[config.mk]
export PLATFORM = sky130hd
export DESIGN_NAME = serial_cmd_master
export DESIGN_NICKNAME = d
export VERILOG_FILES = /design/src/rtl/serial_cmd_pkg.sv /design/src/rtl/serial_cmd_master.sv
export SDC_FILE = /design/constraint.sdc
export NUM_CORES = 1
export LEC_CHECK = 0
export BUFFER_PORTS_ARGS = -buffer_cell sky130_fd_sc_hd__buf_2
export CORE_ASPECT_RATIO = 0.7
export CORE_MARGIN = 2
export CORE_UTILIZATION = 25
export CTS_BUF_LIST = sky130_fd_sc_hd__clkbuf_8
export DETAILED_ROUTE_END_ITERATION = 8
export HOLD_SLACK_MARGIN = 0.1
export PLACE_DENSITY_LB_ADDON = 0.12
export SLEW_MARGIN = 10
export SYNTH_ARGS = -nofsm -noshare
export SYNTH_HDL_FRONTEND = slang
export SYNTH_SLANG_ARGS = --single-unit
[constraint.sdc]
create_clock -name clk -period 3.8 [get_ports clk]
set_input_delay 0.38 -clock clk [delete_from_list [all_inputs] [get_ports clk]]
set_output_delay 0.38 -clock clk [all_outputs]
set_load 0.05 [all_outputs]
[src/rtl/serial_cmd_pkg.sv]
// Shared definitions for the trigger-board serial command protocol:
// opcodes, master FSM states and per-opcode argument/response shapes.
package serial_cmd_pkg;

  localparam logic [7:0] CMD_VERSION   = 8'd0;
  localparam logic [7:0] CMD_COINC     = 8'd1;
  localparam logic [7:0] CMD_HISTSEL   = 8'd2;
  localparam logic [7:0] CMD_OUTEN     = 8'd3;
  localparam logic [7:0] CMD_CLKSW     = 8'd4;
  localparam logic [7:0] CMD_PHASE_ALL = 8'd5;
  localparam logic [7:0] CMD_SEED      = 8'd6;
  localparam logic [7:0] CMD_PRESCALE  = 8'd7;
  localparam logic [7:0] CMD_ACTCLK    = 8'd8;
  localparam logic [7:0] CMD_UPDOWN    = 8'd9;
  localparam logic [7:0] CMD_HISTO     = 8'd10;
  localparam logic [7:0] CMD_DEAD      = 8'd11;
  localparam logic [7:0] CMD_PHASE_C1  = 8'd12;
  localparam logic [7:0] CMD_ROLLING   = 8'd13;

  localparam logic [2:0] MAX_ARGS = 3'd4;

  typedef enum logic [2:0] {
    ST_IDLE,
    ST_TX_LOAD,
    ST_TX_HOLD,
    ST_RX_WAIT,
    ST_DONE
  } state_e;

  typedef struct packed {
    logic [2:0] nargs;
    logic [5:0] nresp;
  } cmd_shape_t;

  // Argument/response byte counts the trigger board expects for each opcode.
  function automatic cmd_shape_t cmd_shape(input logic [7:0] op);
    cmd_shape_t s;
    s.nargs = 3'd0;
    s.nresp = 6'd0;
    case (op)
      CMD_COINC, CMD_HISTSEL, CMD_DEAD: s.nargs = 3'd1;
      CMD_SEED, CMD_PRESCALE:           s.nargs = 3'd4;
      CMD_VERSION, CMD_ACTCLK:          s.nresp = 6'd1;
      CMD_HISTO:                        s.nresp = 6'd32;
      default: begin
        s.nargs = 3'd0;
        s.nresp = 6'd0;
      end
    endcase
    return s;
  endfunction

  function automatic logic [2:0] clamp_nargs(input logic [2:0] n);
    return (n > MAX_ARGS) ? MAX_ARGS : n;
  endfunction

  function automatic logic [5:0] clamp_nresp(input logic [5:0] n, input logic [5:0] maxr);
    return (n > maxr) ? maxr : n;
  endfunction

endpackage

[src/rtl/serial_cmd_master.sv]
// Host-side command initiator: sends opcode plus arguments through a UART TX
// handshake, then collects a fixed number of response bytes with timeout.
module serial_cmd_master
  import serial_cmd_pkg::*;
#(
  parameter int MAXRESP = 32,
  parameter int TIMEOUT = 1000000
) (
  input  logic        clk,
  input  logic        rstn,
  input  logic        cmd_valid,
  output logic        cmd_ready,
  input  logic [7:0]  cmd_opcode,
  input  logic [2:0]  cmd_nargs,
  input  logic [31:0] cmd_args,
  input  logic [5:0]  cmd_nresp,
  input  logic        txBusy,
  output logic        txStart,
  output logic [7:0]  txData,
  input  logic        rxReady,
  input  logic [7:0]  rxData,
  output logic        resp_valid,
  output logic [7:0]  resp_data,
  output logic [4:0]  resp_index,
  output logic        done,
  output logic        timeout,
  output logic        busy
);

  localparam int CW = $clog2(TIMEOUT);
  // Expiry is decided one cycle early so done lands exactly TIMEOUT cycles
  // after the reference event.
  localparam logic [CW-1:0] EXPIRE    = CW'(TIMEOUT - 2);
  localparam logic [5:0]    MAXRESP_C = 6'(MAXRESP);

  state_e         state_q;
  logic [7:0]     op_q;
  logic [31:0]    args_q;
  logic [2:0]     nargs_q;
  logic [5:0]     nresp_q;
  logic [2:0]     idx_q;
  logic [5:0]     rxcnt_q;
  logic [CW-1:0]  tcnt_q;
  logic [7:0]     tx_byte_d;

  logic           cmd_ready_q;
  logic           txStart_q;
  logic [7:0]     txData_q;
  logic           resp_valid_q;
  logic [7:0]     resp_data_q;
  logic [4:0]     resp_index_q;
  logic           done_q;
  logic           timeout_q;
  logic           busy_q;

  always_comb begin
    tx_byte_d = op_q;
    case (idx_q)
      3'd1:    tx_byte_d = args_q[7:0];
      3'd2:    tx_byte_d = args_q[15:8];
      3'd3:    tx_byte_d = args_q[23:16];
      3'd4:    tx_byte_d = args_q[31:24];
      default: tx_byte_d = op_q;
    endcase
  end

  always_ff @(posedge clk) begin
    if (!rstn) begin
      state_q      <= ST_IDLE;
      idx_q        <= 3'd0;
      rxcnt_q      <= 6'd0;
      tcnt_q       <= '0;
      cmd_ready_q  <= 1'b1;
      txStart_q    <= 1'b0;
      txData_q     <= 8'd0;
      resp_valid_q <= 1'b0;
      resp_data_q  <= 8'd0;
      resp_index_q <= 5'd0;
      done_q       <= 1'b0;
      timeout_q    <= 1'b0;
      busy_q       <= 1'b0;
    end else begin
      txStart_q    <= 1'b0;
      resp_valid_q <= 1'b0;
      done_q       <= 1'b0;
      unique case (state_q)
        ST_IDLE: begin
          if (cmd_valid && cmd_ready_q) begin
            op_q        <= cmd_opcode;
            args_q      <= cmd_args;
            nargs_q     <= clamp_nargs(cmd_nargs);
            nresp_q     <= clamp_nresp(cmd_nresp, MAXRESP_C);
            idx_q       <= 3'd0;
            rxcnt_q     <= 6'd0;
            timeout_q   <= 1'b0;
            cmd_ready_q <= 1'b0;
            busy_q      <= 1'b1;
            state_q     <= ST_TX_LOAD;
          end
        end
        ST_TX_LOAD: begin
          if (!txBusy) begin
            txData_q  <= tx_byte_d;
            txStart_q <= 1'b1;
            state_q   <= ST_TX_HOLD;
          end
        end
        ST_TX_HOLD: begin
          if (idx_q < nargs_q) begin
            idx_q   <= idx_q + 3'd1;
            state_q <= ST_TX_LOAD;
          end else begin
            tcnt_q <= '0;
            if (nresp_q != 6'd0) begin
              state_q <= ST_RX_WAIT;
            end else begin
              done_q  <= 1'b1;
              state_q <= ST_DONE;
            end
          end
        end
        // Completion is checked before rxReady so a byte beyond nresp is never
        // presented; a byte on the expiry cycle beats the timeout.
        ST_RX_WAIT: begin
          if (rxcnt_q == nresp_q) begin
            done_q  <= 1'b1;
            state_q <= ST_DONE;
          end else if (rxReady) begin
            resp_valid_q <= 1'b1;
            resp_data_q  <= rxData;
            resp_index_q <= rxcnt_q[4:0];
            rxcnt_q      <= rxcnt_q + 6'd1;
            tcnt_q       <= '0;
          end else if (tcnt_q == EXPIRE) begin
            done_q    <= 1'b1;
            timeout_q <= 1'b1;
            state_q   <= ST_DONE;
          end else begin
            tcnt_q <= tcnt_q + 1'b1;
          end
        end
        ST_DONE: begin
          timeout_q   <= 1'b0;
          busy_q      <= 1'b0;
          cmd_ready_q <= 1'b1;
          state_q     <= ST_IDLE;
        end
        default: state_q <= ST_IDLE;
      endcase
    end
  end

  assign cmd_ready  = cmd_ready_q;
  assign txStart    = txStart_q;
  assign txData     = txData_q;
  assign resp_valid = resp_valid_q;
  assign resp_data  = resp_data_q;
  assign resp_index = resp_index_q;
  assign done       = done_q;
  assign timeout    = timeout_q;
  assign busy       = busy_q;

endmodule

=== After elaboration in Yosys (flattened, before gate mapping) ===
Cells that the tools add are included.

* $lt $le $gt $ge: 3
* Bitwise logic cells: 4
* Muxes and demuxes: 37
* Equal/unequal tests: 21
* Reduce and logical (&&, ||, !) cells: 19
* $add $sub $neg: 3

{| class="wikitable"
|+ Operators by type and width
! kind !! count
|-
| $mux W20 || 4
|-
| $pmux W20 S2 || 1
|-
| $pmux W8 S4 || 1
|-
| $mux W3 || 9
|-
| $add A20 B1 Y20 const B || 1
|-
| $eq A20 B20 Y1 const B || 1
|-
| $mux W6 || 3
|-
| $ne A2 B2 Y1 const B || 8
|-
| $eq A3 B2 Y1 const B || 4
|-
| $mux W1 || 12
|-
| $pmux W3 S4 || 1
|-
| $pmux W6 S2 || 1
|-
| $reduce_and A4 Y1 || 3
|-
| $ne A3 B3 Y1 const B || 3
|-
| $reduce_and A3 Y1 || 3
|-
| $reduce_bool A2 Y1 || 4
|-
| $add A6 B1 Y6 const B || 1
|-
| $eq A3 B1 Y1 const B || 2
|-
| $eq A3 B3 Y1 const B || 2
|-
| $eq A6 B6 Y1 || 1
|-
| $gt A6 B6 Y1 const B || 1
|-
| $pmux W1 S2 || 3
|-
| $pmux W3 S2 || 1
|-
| $reduce_and A2 Y1 || 3
|-
| 11 further kinds || 14
|}

* Output and inout bits: 27
* Register bits: 108
* Logic and storage cells: 104

=== Logic depth before layout (Yosys ltp) ===
Gate-level depths: netlist (run 1).

* Word-level depth: 5
* Depth in mapped cells: 9
* Depth with buffers taken out: 7

=== Least setup slack after synthesis (run 1) ===
Ideal clock, no wire load.

* Path type: reg-to-reg
* Start point: register cmd_ready_q (netlist: cmd_ready)
* End point: register args_q[0], enable pin
* Setup slack: -0.076 ns
* Setup time: 0.456 ns
* Stages on the path, launching flop included: 5
* Data required time: 3.344 ns
* Path buffers: 1
* Data arrival time: 3.420 ns
* Period minus slack after synthesis: 3.876 ns
* Cell sequence: dfxtp_1 -> nand4bb_1 -> or2_2 -> clkbuf_1 -> nor2_1

* Word-level cells in the longest chain between the ends: 2

{| class="wikitable"
|+ RTL lines
! what !! line !! text
|-
| start: declaration || serial_cmd_master.sv:46 || <nowiki>logic cmd_ready_q;</nowiki>
|-
| start signal: assignment || serial_cmd_master.sv:73 || <nowiki>cmd_ready_q <= 1'b1;</nowiki>
|-
| start signal: assignment || serial_cmd_master.sv:96 || <nowiki>cmd_ready_q <= 1'b0;</nowiki>
|-
| start signal: assignment || serial_cmd_master.sv:145 || <nowiki>cmd_ready_q <= 1'b1;</nowiki>
|-
| $logic_and A1 B1 Y1 || serial_cmd_master.sv:88 || <nowiki>if (cmd_valid && cmd_ready_q) begin</nowiki>
|-
| $reduce_and A3 Y1 (no line) || n/a ||
|-
| end signal: assignment || serial_cmd_master.sv:90 || <nowiki>args_q <= cmd_args;</nowiki>
|-
| end: declaration || serial_cmd_master.sv:38 || <nowiki>logic [31:0] args_q;</nowiki>
|}

No other way between the ends.
A chain may end at the register's enable or synchronous reset.

=== Final worst setup path (run 1) ===
* Start point: register tcnt_q[0]
* End point: register done_q (netlist: done)

* Word-level cells in the longest chain between the ends: 5

{| class="wikitable"
|+ RTL lines
! what !! line !! text
|-
| start: declaration || serial_cmd_master.sv:43 || <nowiki>logic [CW-1:0] tcnt_q;</nowiki>
|-
| start signal: assignment || serial_cmd_master.sv:139 || <nowiki>tcnt_q <= tcnt_q + 1'b1;</nowiki>
|-
| $eq A20 B20 Y1 || serial_cmd_master.sv:134 || <nowiki>end else if (tcnt_q == EXPIRE) begin</nowiki>
|-
| $mux W1 || serial_cmd_master.sv:134 ||
|-
| $mux W1 || serial_cmd_master.sv:128 || <nowiki>end else if (rxReady) begin</nowiki>
|-
| $mux W1 || serial_cmd_master.sv:125 || <nowiki>if (rxcnt_q == nresp_q) begin</nowiki>
|-
| $pmux W1 S2 || serial_cmd_master.sv:86 || <nowiki>unique case (state_q)</nowiki>
|-
| end signal: assignment || serial_cmd_master.sv:85 || <nowiki>done_q <= 1'b0;</nowiki>
|-
| end signal: assignment || serial_cmd_master.sv:126 || <nowiki>done_q <= 1'b1;</nowiki>
|-
| end signal: assignment || serial_cmd_master.sv:135 || <nowiki>done_q <= 1'b1;</nowiki>
|-
| end: declaration || serial_cmd_master.sv:52 || <nowiki>logic done_q;</nowiki>
|}

No other way between the ends.

==> results of run 1 <==
## sequential cells by signal (all words and copies together), names as in the netlist, 3 cells and up
register	count
nresp_q	6
resp_data	8
rxcnt_q	6
idx_q	3
tcnt_q	20
txData	8
resp_index	5
op_q	8
args_q	32
nargs_q	3
state_q	3
## cell families after synthesis
group,share of synthesized area
flip-flops,0.540
multiplexers,0.0245
AO/OA/AOI/OAI,0.187
adder cells (fa/ha/maj),0.0255
XOR/XNOR,0.0107
AND/OR/NAND/NOR,0.177
buffers and inverters,0.0352
## area by class of cell
cell class	instances	area [µm²]	share of cell area
Multi-Input combinational cell	338	2090	0.360
Clock inverter	7	61.3	0.0105
Clock buffer	9	124	0.0213
Timing Repair Buffer	96	500	0.0860
Tap cell	264	330	0.0568
Inverter	15	56.3	0.00968
Sequential cell	108	2650	0.456
## critical path, stage by stage, from the launching register on
cell and delay (ns):
dfxtp_1 0.38, inv_1 0.10, ha_1 0.14, or3b_2 0.43
or4_4 0.57, o22ai_4 0.32, nor2_4 0.10, a2111oi_4 0.32
## cells in the mapped netlist, types with 2 or more instances
cell	n
a21oi_1	42
clkbuf_1	21
a31oi_1	16
nand4_1	9
nor4_1	4
a221oi_1	5
and2_1	3
xnor2_1	6
dfxtp_1	59
o21a_1	2
a22oi_1	8
a211o_1	8
a2111oi_4	2
and4_1	3
nor3_1	12
nor2b_1	9
nor2_1	38
o211ai_1	12
inv_1	14
or3_1	4
nand2_1	57
mux2i_1	12
a211oi_1	7
nand3_1	16
o21ai_0	18
nand3b_1	3
a21o_1	2
or2_2	5
edfxtp_1	49
buf_1	3
ha_1	10
nand2b_1	3
buf_2	3
a41oi_1	2
a2111o_1	2
## path summary, 6_finish.rpt
| check | startpoint | slack, ns | to |
|---|---|---|---|
| worst max register to register | tcnt_q[0] | 1.35 | done |
| worst min register to register | txData[7] | 0.46 | txData[7] |
| worst min-delay path | cmd_args[9] | 0.15 | args_q[9] |
| worst max-delay path | tcnt_q[0] | 1.35 | done |
## layer usage
layer	vias up	global-route usage	part of all wire
met5	-	0	0
met4	0	0.0334	0.0077
met3	7	0.0313	0.056
met2	128	0.165	0.39
met1	1856	0.206	0.55
li1	1974	-	-
## per-stage QoR
stage	cells	worst slack [ns]	total power [mW]
after CTS	837	1.35	2.19
after global routing	837	1.12	2.26
after detailed placement	821	1.37	1.48
after global placement	821	1.38	1.48
after floorplan	489	0.741	1.41
final	837	1.35	2.15
## where the power goes
group | internal (mW) | switching, mW | leakage [nW]
Combinational | 0.0621 | 0.116 | 0.986
Sequential | 1.26 | 0.0212 | 0.930
Clock | 0.255 | 0.445 | 0.0960
==> metrics.cfg, run 1 <==
[die]
fp.dieH_um = 121
io_pins = 89
dieArea_mm2 = 0.0208
fp.dieW_um = 172
core_area_mm2 = 0.0191
start_util = 0.257
fp-row-count = 42

[global_route]
grt.overflow.total = 0
grt_pass1_vias = 3574
grt_max_degree = 50
antenna_found_initial = 0
grt_pass1_wl_mm = 20.3
grt_use_total = 0.128

[clocking]
cts_resized = 0
clock_latency_ns = 0.39
cts_tree = built
postCtsSetupRepairBufs = 0
ctsRootBufferMaster = clkbuf_8
cts_sinks = 108
htreeDepth = 3
max-clock-path-buffers = 2
numCtsBuffers = 9
cts.clk_slew.worst_paths_ns = 0.11
holdBufCountCts = 0

[synthesis]
synthesis.instances = 489
ys_ff_latch = 108
synth_ff_type = dfxtp_1
ys_top_cells_by_area = edfxtp_1 30%, dfxtp_1 24%, nand2_1 4.4%
yosysSeqAreaShare = 0.540
synth_fp_nets = 561
syn_avg_cell_area_um2 = 10.0
synth.distinct_cells = 55
synth_warnings = 0
netlist_area_mm2 = 0.00491
async_flop_share = 0
synth_edf_count = 49
synth_top_area_share = 0.300
yosys.area.top_type = edfxtp_1

[routing]
first_pass_iters = 5
drt-wirelength-per-cell_um = 15.7
drc = 0
drtIter0Drc = 258
postRouteAntennaNets = 0
routed_via_density = 4.74
vias = 3965
routed_wl_mm = 13.1

[worst_setup_path]
worstRegToRegCells = 7
path_max_fanout = 10
critPathLaunchType = flop
crit_type = reg -> reg
endpoint_kind = flop
required_ns = 4.09
crit_arrival_ns = 2.74

[place]
hpwl_mm = 9.75
port_buffers = 88
routabilityCongestion = 0.782
post_dp_cell_area_mm2 = 0.00563

[cells_and_area]
area_delta_synth_final_pct = 18.5
diodes = 0
layout_commonest_cell = buf_2
drive_gt1_frac = 0.225
nNetsFinal = 640
utilization = 0.305
finalInstanceArea_mm2 = 0.00582
fill_cells = 1974
mostFrequentLayoutCells = 88 x buf_2, 59 x dfxtp_1, 57 x nand2_1, 49 x edfxtp_1, 42 x a21oi_1

[run]
maxCapViolations = 0

[timing]
tns_ns = 0
final-setup-viol-count = 0
hold_viol = 0
drv_slew = 0
whs_ns = 0.154
worst_slew_pin_slew_ns = 0.965
rsz0062_at_grt = no
fmax_mhz = 408
maxSlewHeadroom = 0.354
period_needed_ns = 2.45
fin_skew_ns = 0.0106
min_period_over_period = 0.645

[status]
status = finished clean

[min_path]
hold_path.class = in -> reg
holdPathStages = 1

[power_and_ir_drop]
p_per_area_mw_per_mm2 = 370
vdd_drop_max_mv = 0.139
p_leak_nw = 2.01

No activity file was read; power rests on OpenSTA's default activity.
==> inputs of run 2 (changes only) <==
- clock period: 3.8 -> 2.5 ns (I/O delays scaled with it)
==> metrics.cfg, run 2 (synthesized netlist as in run 1, its figures left out) <==
[min_path]
holdPathStages = 2  ; +1
hold_path.class = in -> reg
min_from = cmd_nresp[2]

[routing]
routed_via_density = 4.54  ; -4.1%
drt-wirelength-per-cell_um = 15.3  ; -2.5%
routed_wl_mm = 13.8  ; +5.0%
drtIter0Drc = 260  ; +0.78%
vias = 4098  ; +3.4%
postRouteAntennaNets = 0  ; unchanged
first_pass_iters = 4  ; -1
drc = 0  ; unchanged

[die]
fp.dieW_um = 172  ; unchanged
start_util = 0.257  ; unchanged
fp.dieH_um = 121  ; unchanged
dieArea_mm2 = 0.0208  ; unchanged
io_pins = 89  ; unchanged
fp-row-count = 42  ; unchanged
core_area_mm2 = 0.0191  ; unchanged

[cells_and_area]
largest_reg_flops = 32  ; unchanged
area_delta_synth_final_pct = 31.7
nNetsFinal = 704  ; +10%
top_register = args_q
instances_no_fill = 902  ; +7.8%
mostFrequentLayoutCells = 88 x buf_2, 58 x dfxtp_1, 57 x nand2_1, 50 x dlygate4sd3_1, 49 x edfxtp_1
drive_gt1_frac = 0.224  ; -0.000641
layout_commonest_cell = buf_2
reg_top3 = args_q (32), tcnt_q (20)

[worst_setup_path]
path_max_fanout = 10  ; unchanged
crit_arrival_ns = 2.66  ; -0.08 ns
crit_type = reg -> reg
critPathLaunchType = flop
timing.critical_path.mode_cell = a31oi_1
path_cells = inv_1, ha_1, or3b_2, or4_4, o22a_2, buf_4, a31oi_1, a31oi_1
rr_startpoint = tcnt_q[0]
max_stage_delay_ns = 0.57  ; about the same
worstRegToRegCells = 8  ; +1
required_ns = 2.77  ; -1.32 ns
worstSetupStartpoint = tcnt_q[0]
endpoint_kind = flop
slowest_stage = or4_4

[power_and_ir_drop]
pwr-share-comb = 0.102  ; +0.019
clockPowerShare = 0.331  ; +0.006
switchingPower_uw = 874  ; +50%
seqPwrFrac = 0.567  ; -0.025
finalPower_mw = 3.42  ; +59%
p_sw_frac = 0.256  ; -0.0146
p_leak_nw = 2.30  ; +14%
p_per_area_mw_per_mm2 = 528  ; +43%
vdd_drop_max_mv = 0.217  ; +56%
p_int_mw = 2.54  ; +62%

[timing]
whs_ns = 0.150  ; -0.00472 ns
setup_slack_ns = 0.111  ; -1.24 ns
fin_skew_ns = 0.0132  ; +0.00265 ns
worst_slew_pin_slew_ns = 1.06  ; +0.0943 ns
min_period_over_period = 0.956  ; +0.311
tns_ns = 0  ; unchanged
fmax_mhz = 419  ; +2.6%
drv_slew = 0  ; unchanged
final-setup-viol-count = 0  ; unchanged
period_needed_ns = 2.39  ; -0.0617 ns
maxSlewHeadroom = 0.290  ; -0.0631
rsz0062_at_grt = no
hold_viol = 0  ; unchanged

[global_route]
grt_pass1_wl_mm = 21.2  ; +4.4%
antenna_found_initial = 0  ; unchanged
grt_max_degree = 50  ; unchanged
grt_pass1_vias = 3921  ; +9.7%
grt_use_total = 0.134  ; +0.00600
grt.overflow.total = 0  ; unchanged

[place]
port_buffers = 88  ; unchanged
hpwl_mm = 9.72  ; -0.31%
dp_cells = 833  ; +1.5%
dp_slack_ns = 0.0797  ; -1.29 ns
routabilityCongestion = 0.801  ; +2.5%

[clocking]
cts.clk_slew.worst_paths_ns = 0.11  ; about the same
cts_sinks = 108  ; unchanged
cts_tree = built
ctsRootBufferMaster = clkbuf_8
cts_resized = 0  ; unchanged
numCtsBuffers = 9  ; unchanged
max-clock-path-buffers = 2  ; unchanged
clock_latency_ns = 0.39  ; about the same
htreeDepth = 3  ; unchanged

[status]
status = finished clean

[run]
maxCapViolations = 0  ; unchanged

==> run 2: cell count changes in the layout (fill, tap and decap cells not counted), sizes merged <==
cell / delta
dlygate4sd3: +50
buf: +14
inv: -1
bufinv: +1
diode: +1
==> run 2: per-layer routing <==
metal	global-route usage	routed length, µm
met5	0	0
met4	0.0408	164
met3	0.0313	689
met2	0.183	5580
met1	0.205	7340
==> run 2: power groups by stage <==
| stage | Sequential [mW] | Combinational, mW | Clock, mW |
|---|---|---|---|
| after global routing | 1.95 | 0.381 | 1.23 |
| after global placement | 1.98 | 0.284 | 0 |
| final | 1.94 | 0.347 | 1.13 |
| after CTS | 1.94 | 0.348 | 1.19 |
| after floorplan | 2.00 | 0.141 | 0 |
| after detailed placement | 1.98 | 0.287 | 0 |
==> run 2: critical path: cells and delay by family (launching register included) <==
| kind | cells | cell delay (ns) |
|---|---|---|
| simple gates | 2 | 1.01 |
| compound gates | 3 | 0.47 |
| flops | 1 | 0.37 |
| buf+inv | 2 | 0.29 |
| fa+ha+maj | 1 | 0.14 |
==> run 2: what timing repair did <==
item | 4_1_cts | 5_1_grt
buffers inserted | 0 | 2
setup endpoints to repair | 0 | 5
hold endpoints to repair | 50 | 0
hold buffers | 50 | 0
==> run 2: path summary, 6_finish.rpt <==
kind	endpoint	slack [ns]
worst max-delay path	tcnt_q[2]	0.11
worst min-delay path	nresp_q[2]	0.15
worst max register to register	tcnt_q[2]	0.11
worst min register to register	txData[2]	0.45
==> run 2: cell type report <==
class	count	area, µm²
fill	1961	12600
sequential	108	2650
multi-input combinational	338	2090
timing repair buffer	160	1130
tap	264	330
clock buffer	9	124
clock inverter	7	77.6
inverter	15	56.3
antenna	1	2.50
==> run 2: stage by stage <==
stage	util	cell area (µm²)
2_1_floorplan	-	4920
3_3_place_gp	0.301	5750
3_5_place_dp	0.301	5750
4_1_cts	0.338	6450
5_1_grt	0.339	6470
6_report	0.339	6470
